**config.mk**
```make
export PLATFORM = sky130hd
export DESIGN_NAME = cost_rom_arbiter
export DESIGN_NICKNAME = d
export VERILOG_FILES = /design/src/rtl/jam_pkg.sv /design/src/rtl/rr_pick.sv /design/src/rtl/cost_rom_arbiter.sv
export SDC_FILE = /design/constraint.sdc
export NUM_CORES = 1
export LEC_CHECK = 0
export BUFFER_PORTS_ARGS = -buffer_cell sky130_fd_sc_hd__buf_2
export CORE_MARGIN = 8
export CORE_UTILIZATION = 40
export CTS_CLUSTER_SIZE = 16
export DETAILED_ROUTE_END_ITERATION = 10
export HOLD_SLACK_MARGIN = 0.08
export PLACE_DENSITY = 0.66
export SYNTH_ARGS = -nofsm -noshare
export SYNTH_HDL_FRONTEND = slang
export SYNTH_SLANG_ARGS = --single-unit
```
**constraint.sdc**
```tcl
create_clock -name CLK -period 1.5 [get_ports CLK]
set_input_delay 0.3 -clock CLK [delete_from_list [all_inputs] [get_ports CLK]]
set_output_delay 0.3 -clock CLK [all_outputs]
set_load 0.05 [all_outputs]
```
**src/rtl/jam_pkg.sv**
```systemverilog
// Shared constants and arbiter state type for the job-assignment search engines.
package jam_pkg;
  localparam int DEF_AW      = 3;
  localparam int DEF_CW      = 7;
  localparam int JAM_WORKERS = 8;

  typedef enum logic {
    IDLE = 1'b0,
    LOCK = 1'b1
  } arb_state_e;
endpackage

```
**src/rtl/rr_pick.sv**
```systemverilog
// Combinational round-robin picker: first set req bit at or above ptr, wrapping.
// With ARB_FIXED_PRIO_EN defined the search always starts at requester 0.
module rr_pick #(
  parameter int NREQ = 2,
  parameter int IW   = 1
) (
  input  logic [NREQ-1:0] req,
  input  logic [IW-1:0]   ptr,
  output logic [NREQ-1:0] gnt,
  output logic [IW-1:0]   idx
);
  logic [IW-1:0] start;

`ifdef ARB_FIXED_PRIO_EN
  assign start = '0;
`else
  assign start = ptr;
`endif

  always_comb begin
    int            c;
    logic          found;
    logic [IW-1:0] ci;
    gnt   = '0;
    idx   = '0;
    found = 1'b0;
    c     = 0;
    ci    = '0;
    for (int k = 0; k < NREQ; k++) begin
      c = int'(start) + k;
      if (c >= NREQ) c = c - NREQ;
      ci = IW'(c);
      if (!found && req[ci]) begin
        found   = 1'b1;
        gnt[ci] = 1'b1;
        idx     = ci;
      end
    end
  end
endmodule

```
**src/rtl/cost_rom_arbiter.sv**
```systemverilog
// Burst-granular arbiter sharing one async-read cost ROM among NREQ search engines.
// Define ARB_FIXED_PRIO_EN for fixed priority (requester 0 highest) instead of round-robin.
module cost_rom_arbiter
  import jam_pkg::*;
#(
  parameter int NREQ      = 2,
  parameter int BURST_LEN = 8,
  parameter int AW        = DEF_AW,
  parameter int CW        = DEF_CW
) (
  input  logic              CLK,
  input  logic              RST,
  input  logic [NREQ-1:0]   req,
  input  logic [NREQ*AW-1:0] req_w,
  input  logic [NREQ*AW-1:0] req_j,
  input  logic [NREQ-1:0]   req_last,
  output logic [NREQ-1:0]   gnt,
  output logic [AW-1:0]     W,
  output logic [AW-1:0]     J,
  input  logic [CW-1:0]     Cost,
  output logic [NREQ-1:0]   rsp_valid,
  output logic [CW-1:0]     rsp_cost,
  output logic              busy,
  output logic              lock_err
);
  localparam int IW   = (NREQ > 1) ? $clog2(NREQ) : 1;
  localparam int CNTW = $clog2(BURST_LEN + 1);
  localparam logic [CNTW-1:0] CNT_MAX = CNTW'(BURST_LEN);

  function automatic logic [IW-1:0] next_idx(input logic [IW-1:0] i);
    if (int'(i) == NREQ - 1) return '0;
    return i + 1'b1;
  endfunction

  arb_state_e      state_q, state_d;
  logic [IW-1:0]   owner_q, owner_d;
  logic [CNTW-1:0] cnt_q, cnt_d, cnt_inc;
  logic [IW-1:0]   rr_ptr, rr_d;
  logic            lock_err_d;
  logic [NREQ-1:0] rsp_owner;
  logic [NREQ-1:0] pick_gnt, owner_oh;
  logic [IW-1:0]   pick_idx, sel;
  logic            accept;

  rr_pick #(.NREQ(NREQ), .IW(IW)) u_pick (
    .req (req),
    .ptr (rr_ptr),
    .gnt (pick_gnt),
    .idx (pick_idx)
  );

  always_comb begin
    owner_oh          = '0;
    owner_oh[owner_q] = 1'b1;
  end

  // gnt is forced low while reset is asserted so no beat appears accepted.
  always_comb begin
    gnt = '0;
    if (RST) gnt = (state_q == LOCK) ? (owner_oh & req) : pick_gnt;
  end

  assign accept = |(gnt & req);
  assign sel    = (state_q == LOCK) ? owner_q : pick_idx;

  always_comb begin
    state_d    = state_q;
    owner_d    = owner_q;
    cnt_d      = cnt_q;
    rr_d       = rr_ptr;
    lock_err_d = 1'b0;
    cnt_inc    = cnt_q + 1'b1;
    if (accept) begin
      if (state_q == IDLE) begin
        if (req_last[sel] || BURST_LEN <= 1) begin
          rr_d       = next_idx(sel);
          lock_err_d = !req_last[sel];
        end else begin
          state_d = LOCK;
          owner_d = sel;
          cnt_d   = CNTW'(1);
        end
      end else begin
        // A burst closes on its last beat or is cut off once it reaches BURST_LEN beats.
        if (req_last[sel] || cnt_inc >= CNT_MAX) begin
          state_d    = IDLE;
          cnt_d      = '0;
          rr_d       = next_idx(owner_q);
          lock_err_d = !req_last[sel];
        end else begin
          cnt_d = cnt_inc;
        end
      end
    end
  end

  always_ff @(posedge CLK or negedge RST) begin
    if (!RST) begin
      state_q   <= IDLE;
      owner_q   <= '0;
      cnt_q     <= '0;
      lock_err  <= 1'b0;
      W         <= '0;
      J         <= '0;
      rsp_owner <= '0;
    end else begin
      state_q  <= state_d;
      owner_q  <= owner_d;
      cnt_q    <= cnt_d;
      lock_err <= lock_err_d;
      if (accept) begin
        W         <= req_w[sel*AW +: AW];
        J         <= req_j[sel*AW +: AW];
        rsp_owner <= gnt;
      end else begin
        rsp_owner <= '0;
      end
    end
  end

`ifdef ARB_FIXED_PRIO_EN
  assign rr_ptr = '0;
`else
  always_ff @(posedge CLK or negedge RST) begin
    if (!RST) rr_ptr <= '0;
    else      rr_ptr <= rr_d;
  end
`endif

  assign busy      = (state_q == LOCK);
  assign rsp_valid = rsp_owner;
  assign rsp_cost  = Cost;
endmodule

```
* Yosys cells after proc, flatten, opt, wreduce, memory -nomap -nowiden
Index checks and enable logic that the tools add are counted.
** Word-level totals
- Flip-flop bits (word level) :: 16
- Input bits :: 25
- Output and inout bits :: 19
- Logic and storage cells :: 94
** Cells by class
- Add/subtract/negate cells :: 6
- Multipliers :: 1
- Magnitude comparators :: 10
- Equality and inequality tests :: 2
- Shifts and indexed selects :: 2
- Muxes and demuxes :: 48
- Bitwise gates (word level) :: 5
- Reduce and logical (&&, ||, !) cells :: 12
** Operator list (count)
- $mux W1 :: 37
- $mux W4 :: 3
- $shiftx A6 B4 Y3 :: 2
- $mux W2 :: 5
- $lt A1 B2 Y1 const B :: 4
- $reduce_and A3 Y1 :: 2
- $add A4 B1 Y4 const B :: 1
- $and A2 B2 Y2 :: 2
- $ge A4 B4 Y1 const B :: 1
- $logic_and A1 B1 Y1 :: 4
- $demux W1 S1 :: 3
- $ge A1 B1 Y1 const B :: 3
- $mul A1 B2 Y3 const B :: 1
- $add A1 B1 Y1 const B :: 2
- $add A1 B1 Y2 const B :: 1
- $ge A1 B2 Y1 const B :: 1
- $ge A2 B2 Y1 const B :: 1
- $logic_not A1 Y1 :: 2
- $ne A2 B1 Y1 const B :: 1
- $ne A2 B2 Y1 const B :: 1
- $not A1 Y1 :: 2
- $or A2 B2 Y2 :: 1
- $reduce_and A2 Y1 :: 1
- $reduce_bool A2 Y1 :: 1
- 3 further kinds :: 4

* Depth between registers and ports, before layout
- Depth after elaboration :: 18
- Mapped depth :: 6
- Mapped depth without buffers :: 4

* Modules after synthesis
A second synthesis with hierarchy kept.
** Second synthesis, totals
- Cell total of the unflattened synthesis :: 87
- Area total of the unflattened synthesis :: 929.6 µm²
** Modules (own cells, without submodules)
- cost_rom_arbiter :: instances 1, cells each 83, area an instance 899.6 µm², sequential area each 400.4 µm²
- rr_pick :: instances 1, cells each 4, area an instance 30.0 µm², sequential area each 0.0 µm²

* Worst setup path before layout
Ideal clock, no wire load.
- Kind :: register to output
- Start :: reg state_q (netlist: busy)
- End :: out gnt[1]
- Arrival time :: 1.832 ns
- Required time :: 1.200 ns
- Slack :: -0.632 ns
- Cell stages (with the launch flop) :: 5
- Buffers on the path :: 1
- Cells stage by stage :: dfrtp_1 buf_6 clkinv_1 o211ai_1 a21oi_1
** Between the ends
- Cells in the longest elaborated chain, start to end :: 2
** RTL lines
- start, declared :: line cost_rom_arbiter.sv:35 : arb_state_e state_q, state_d;
- start signal, assigned :: line cost_rom_arbiter.sv:107 : state_q <= state_d;
- $mux W2 (2 in a row) :: line cost_rom_arbiter.sv:60 : if (RST) gnt = (state_q == LOCK) ? (owner_oh & req) : pick_gnt;
- end, declared :: line cost_rom_arbiter.sv:17 : output logic [NREQ-1:0] gnt,
Every way passes these cells.

* Final worst setup path
- Start :: reg rr_ptr
- End :: out gnt[0]
** Between the ends
- Cells in the longest elaborated chain, start to end :: 11
- Elaborated cells between the ends (all ways) :: 29
- Those cells by class :: add/sub: 3; order compare: 6; mux: 15; bitwise: 1; reduce/logical: 4
** RTL lines
- start, declared :: line cost_rom_arbiter.sv:38 : logic [IW-1:0] rr_ptr, rr_d;
- start signal, assigned :: line cost_rom_arbiter.sv:126 : else rr_ptr <= rr_d;
- $add A1 B1 Y2 (tied with other cells) :: line rr_pick.sv:30 : c = int'(start) + k;
- $ge A2 B2 Y1 (tied with other cells) :: line rr_pick.sv:31 : if (c >= NREQ) c = c - NREQ;
- $mux W1 (tied with other cells) :: line rr_pick.sv:31
- $lt A1 B2 Y1 (implied by the code) (tied with other cells) :: line rr_pick.sv:35 : gnt[ci] = 1'b1;
- $logic_and A1 B1 Y1 (implied by the code) or $mux W1 (tied branches) :: line rr_pick.sv:35
- $mux W1 (implied by the code) or $demux W1 S1 (tied branches)
- $demux W1 S1 or $mux W2 (tied branches)
- $or A2 B2 Y2 (no line)
- $mux W2 (*) :: line rr_pick.sv:33 : if (!found && req[ci]) begin
- $mux W2 (*) (2 in a row) :: line cost_rom_arbiter.sv:60
Mark *: on every way between the ends. The rest lies on a longest branch, timed or not. The select of a mux whose other input is x is not followed.

==> out/qor.csv <==
metric;value;unit
grt total ovfl;0;
Sw Ratio;0.470;
Worst VDD drop;878;uV
Via-to-Cell Ratio;5.20;
H-tree level count;1;
Leak;0.636;nW
status;complete, but fails checks;
Pwr Density;1830;nW/um^2
most frequent cells in the layout;buf_2 (27), buf_4 (15), dfrtp_1 (14);
fin crit share;1.12;
Total Routing Usage GR;0.116;
Final Worst Setup Slack;-0.187;ns
placed insts;157;
Initial Util;0.407;
clk_lat worst skew;0.28;ns
IO Pins;44;
Mapped Cells;97;
Pre-antenna DRT Iters;4;
Core Util, Final;0.549;
sw power;0.00113;W
Yosys warnings;0;
worst hold path type;in -> reg;
Setup-failing EPs final;2;
syn nets;123;
vias in the first global route;870;
Setup Skew;0.00452;ns
Post-DRT Antenna Nets;0;
Area after DPL;1190;um^2
largest net degree at the start of global routing;16;
CTS Sinks;16;
Layout Nets;164;
Max-cap violations;0;
Slew Limit Fails;0;
flops & latches, synth;16;
sequential area share after synthesis;0.412;
slew of the pin with the lowest slew margin;0.340;ns
ys flop type;dfrtp_1;
IO Port Bufs;29;
Max Fclk;0.593;GHz
WP data required;1.20;ns
CTS Buffer Depth;2;
failing checks;setup timing;
DRC viols;0;
Synth Cell Area;971;um^2
HPWL after DPL;1910;um
Core Footprint;2390;um^2
WS Path Type;reg -> out;
RSZ-0062 raised after global routing;true;
Reg clk slew, reported paths;0.10;ns
Place WS;0.0217;ns
crit start category;flop;
synth unique cells;38;
final instance area;1310;um^2
row cnt;18;
Total Wirelength;2420;um
non-filler cells, final;167;
Critical Path Fanout Max;3;
Crit path arrival time;1.39;ns
first-pass GRT wire length;3980;um
CTS root buffer;clkbuf_4;
CTS tree;done;
post-layout min period;1.69;ns
part of the power in registers;0.284;
total CTS buffers;3;
syn_area_per_cell;10.0;um^2
Final Hold Fails;0;
number of synthesized flops with an enable pin;0;
die height;65.3;um
most common cell after layout, fill and taps aside;buf_2;
Die Area;4260;um^2
worst-case hold slack;0.293;ns
initial antenna violation count;0;
Slew headroom;0.769;
post-detailed-route wirelength per cell;14.5;um
asr flop ratio synth;1.00;
total via count in the routed design;869;
Clock power frac;0.119;
P&R area growth vs syn;35.1;%
total internal power;0.00127;W
GPL Wtd Cong;0.830;
DRT iter0 DRCs;24;
die width;65.3;um
layout cells sized above 1;0.460;
CP Capture Type;primary output;
n_diodes;0;
Gate power share;0.597;
power groups by stage:
stage          Clock (W)  Combinational (W)  Sequential [W]
2_1_floorplan          0           0.000671         0.00103
3_3_place_gp           0            0.00129        0.000686
3_5_place_dp           0            0.00132        0.000694
4_1_cts         0.000301            0.00135        0.000684
5_1_grt         0.000329            0.00154        0.000699
6_report        0.000285            0.00143        0.000680
cell type report:
class                           instances  area (um^2)
Fill cell                             220         1080
Multi-Input combinational cell         68          518
Sequential cell                        16          403
Timing Repair Buffer                   46          304
Tap cell                               30         37.5
Clock buffer                            4         36.3
Inverter                                3         12.5
sequential cells by signal (all words and copies together), names as in the netlist:
register and cells:
W 3, busy 1, J 3, cnt_q 4
rr_ptr 1, owner_q 1, lock_err 1, rsp_valid 2
critical path, stage by stage (launching register included):
cell     delay, ns
dfrtp_1       0.39
and2b_4       0.26
o21a_4        0.13
and3_4        0.18
buf_8         0.14
per-layer routing:
layer  global-route usage  vias to the layer above  routed length (um)
met5                    0                        -                   0
met4               0.0409                        0                  29
met3               0.0374                        4                 162
met2                0.196                       15                1210
met1                0.134                      419                1020
li1                     -                      431                   -
timing repair:
action / in CTS / in global routing
hold endpoints to repair: 16 / 0
buffers inserted: 1 / 4
hold buffers: 1 / 0
gates resized for setup: 5 / 4
pin swaps: 1 / 3
endpoints found under the setup margin: 2 / 11
final timing paths:
check	start	to	slack (ns)	cells past startpoint
max	rr_ptr$_DFFE_PN0P_	gnt[0]	-0.19	4
min	req_j[3]	J[0]$_DFFE_PN0P_	0.29	3
max reg2reg	rr_ptr$_DFFE_PN0P_	cnt_q[2]$_DFFE_PN0P_	0.03	6
min reg2reg	W[0]$_DFFE_PN0P_	W[0]$_DFFE_PN0P_	0.49	2
max in group asynchronous	RST	owner_q$_DFFE_PN0P_	0.69	3
min in group asynchronous	RST	lock_err$_DFF_PN0_	0.45	2
cell families (layout without fill, tap and decap cells):
family	Yosys count	in the layout	share of synthesized area
xor+xnor	1	1	0.00902
mux	7	7	0.0760
compound gates	31	31	0.228
flops	16	16	0.412
simple gates	28	28	0.165
fa+ha+maj	1	1	0.0129
buf+inv	13	53	0.0966
metrics by stage:
| stage | TNS, ns | total power, W |
|---|---|---|
| after floorplan | -0.273 | 0.00171 |
| after global placement | 0 | 0.00197 |
| after detailed placement | 0 | 0.00202 |
| after CTS | -0.289 | 0.00234 |
| after global routing | -0.808 | 0.00256 |
| final | -0.268 | 0.00239 |
cell usage after synthesis (2+ instances only):
library cell	instances	area (um^2)
dfrtp_1	16	400
nand2_1	10	37.5
buf_4	8	60.1
a21oi_1	7	35.0
mux2i_1	6	60.1
nor2_1	4	15.0
o21ai_0	4	20.0
o211ai_1	3	22.5
o21ai_1	3	15.0
o2bb2ai_1	3	26.3
and2_1	2	12.5
buf_6	2	22.5
inv_1	2	7.51
nand3_1	2	10.0
o2111ai_1	2	17.5
Power figures use the tool's default switching activity.
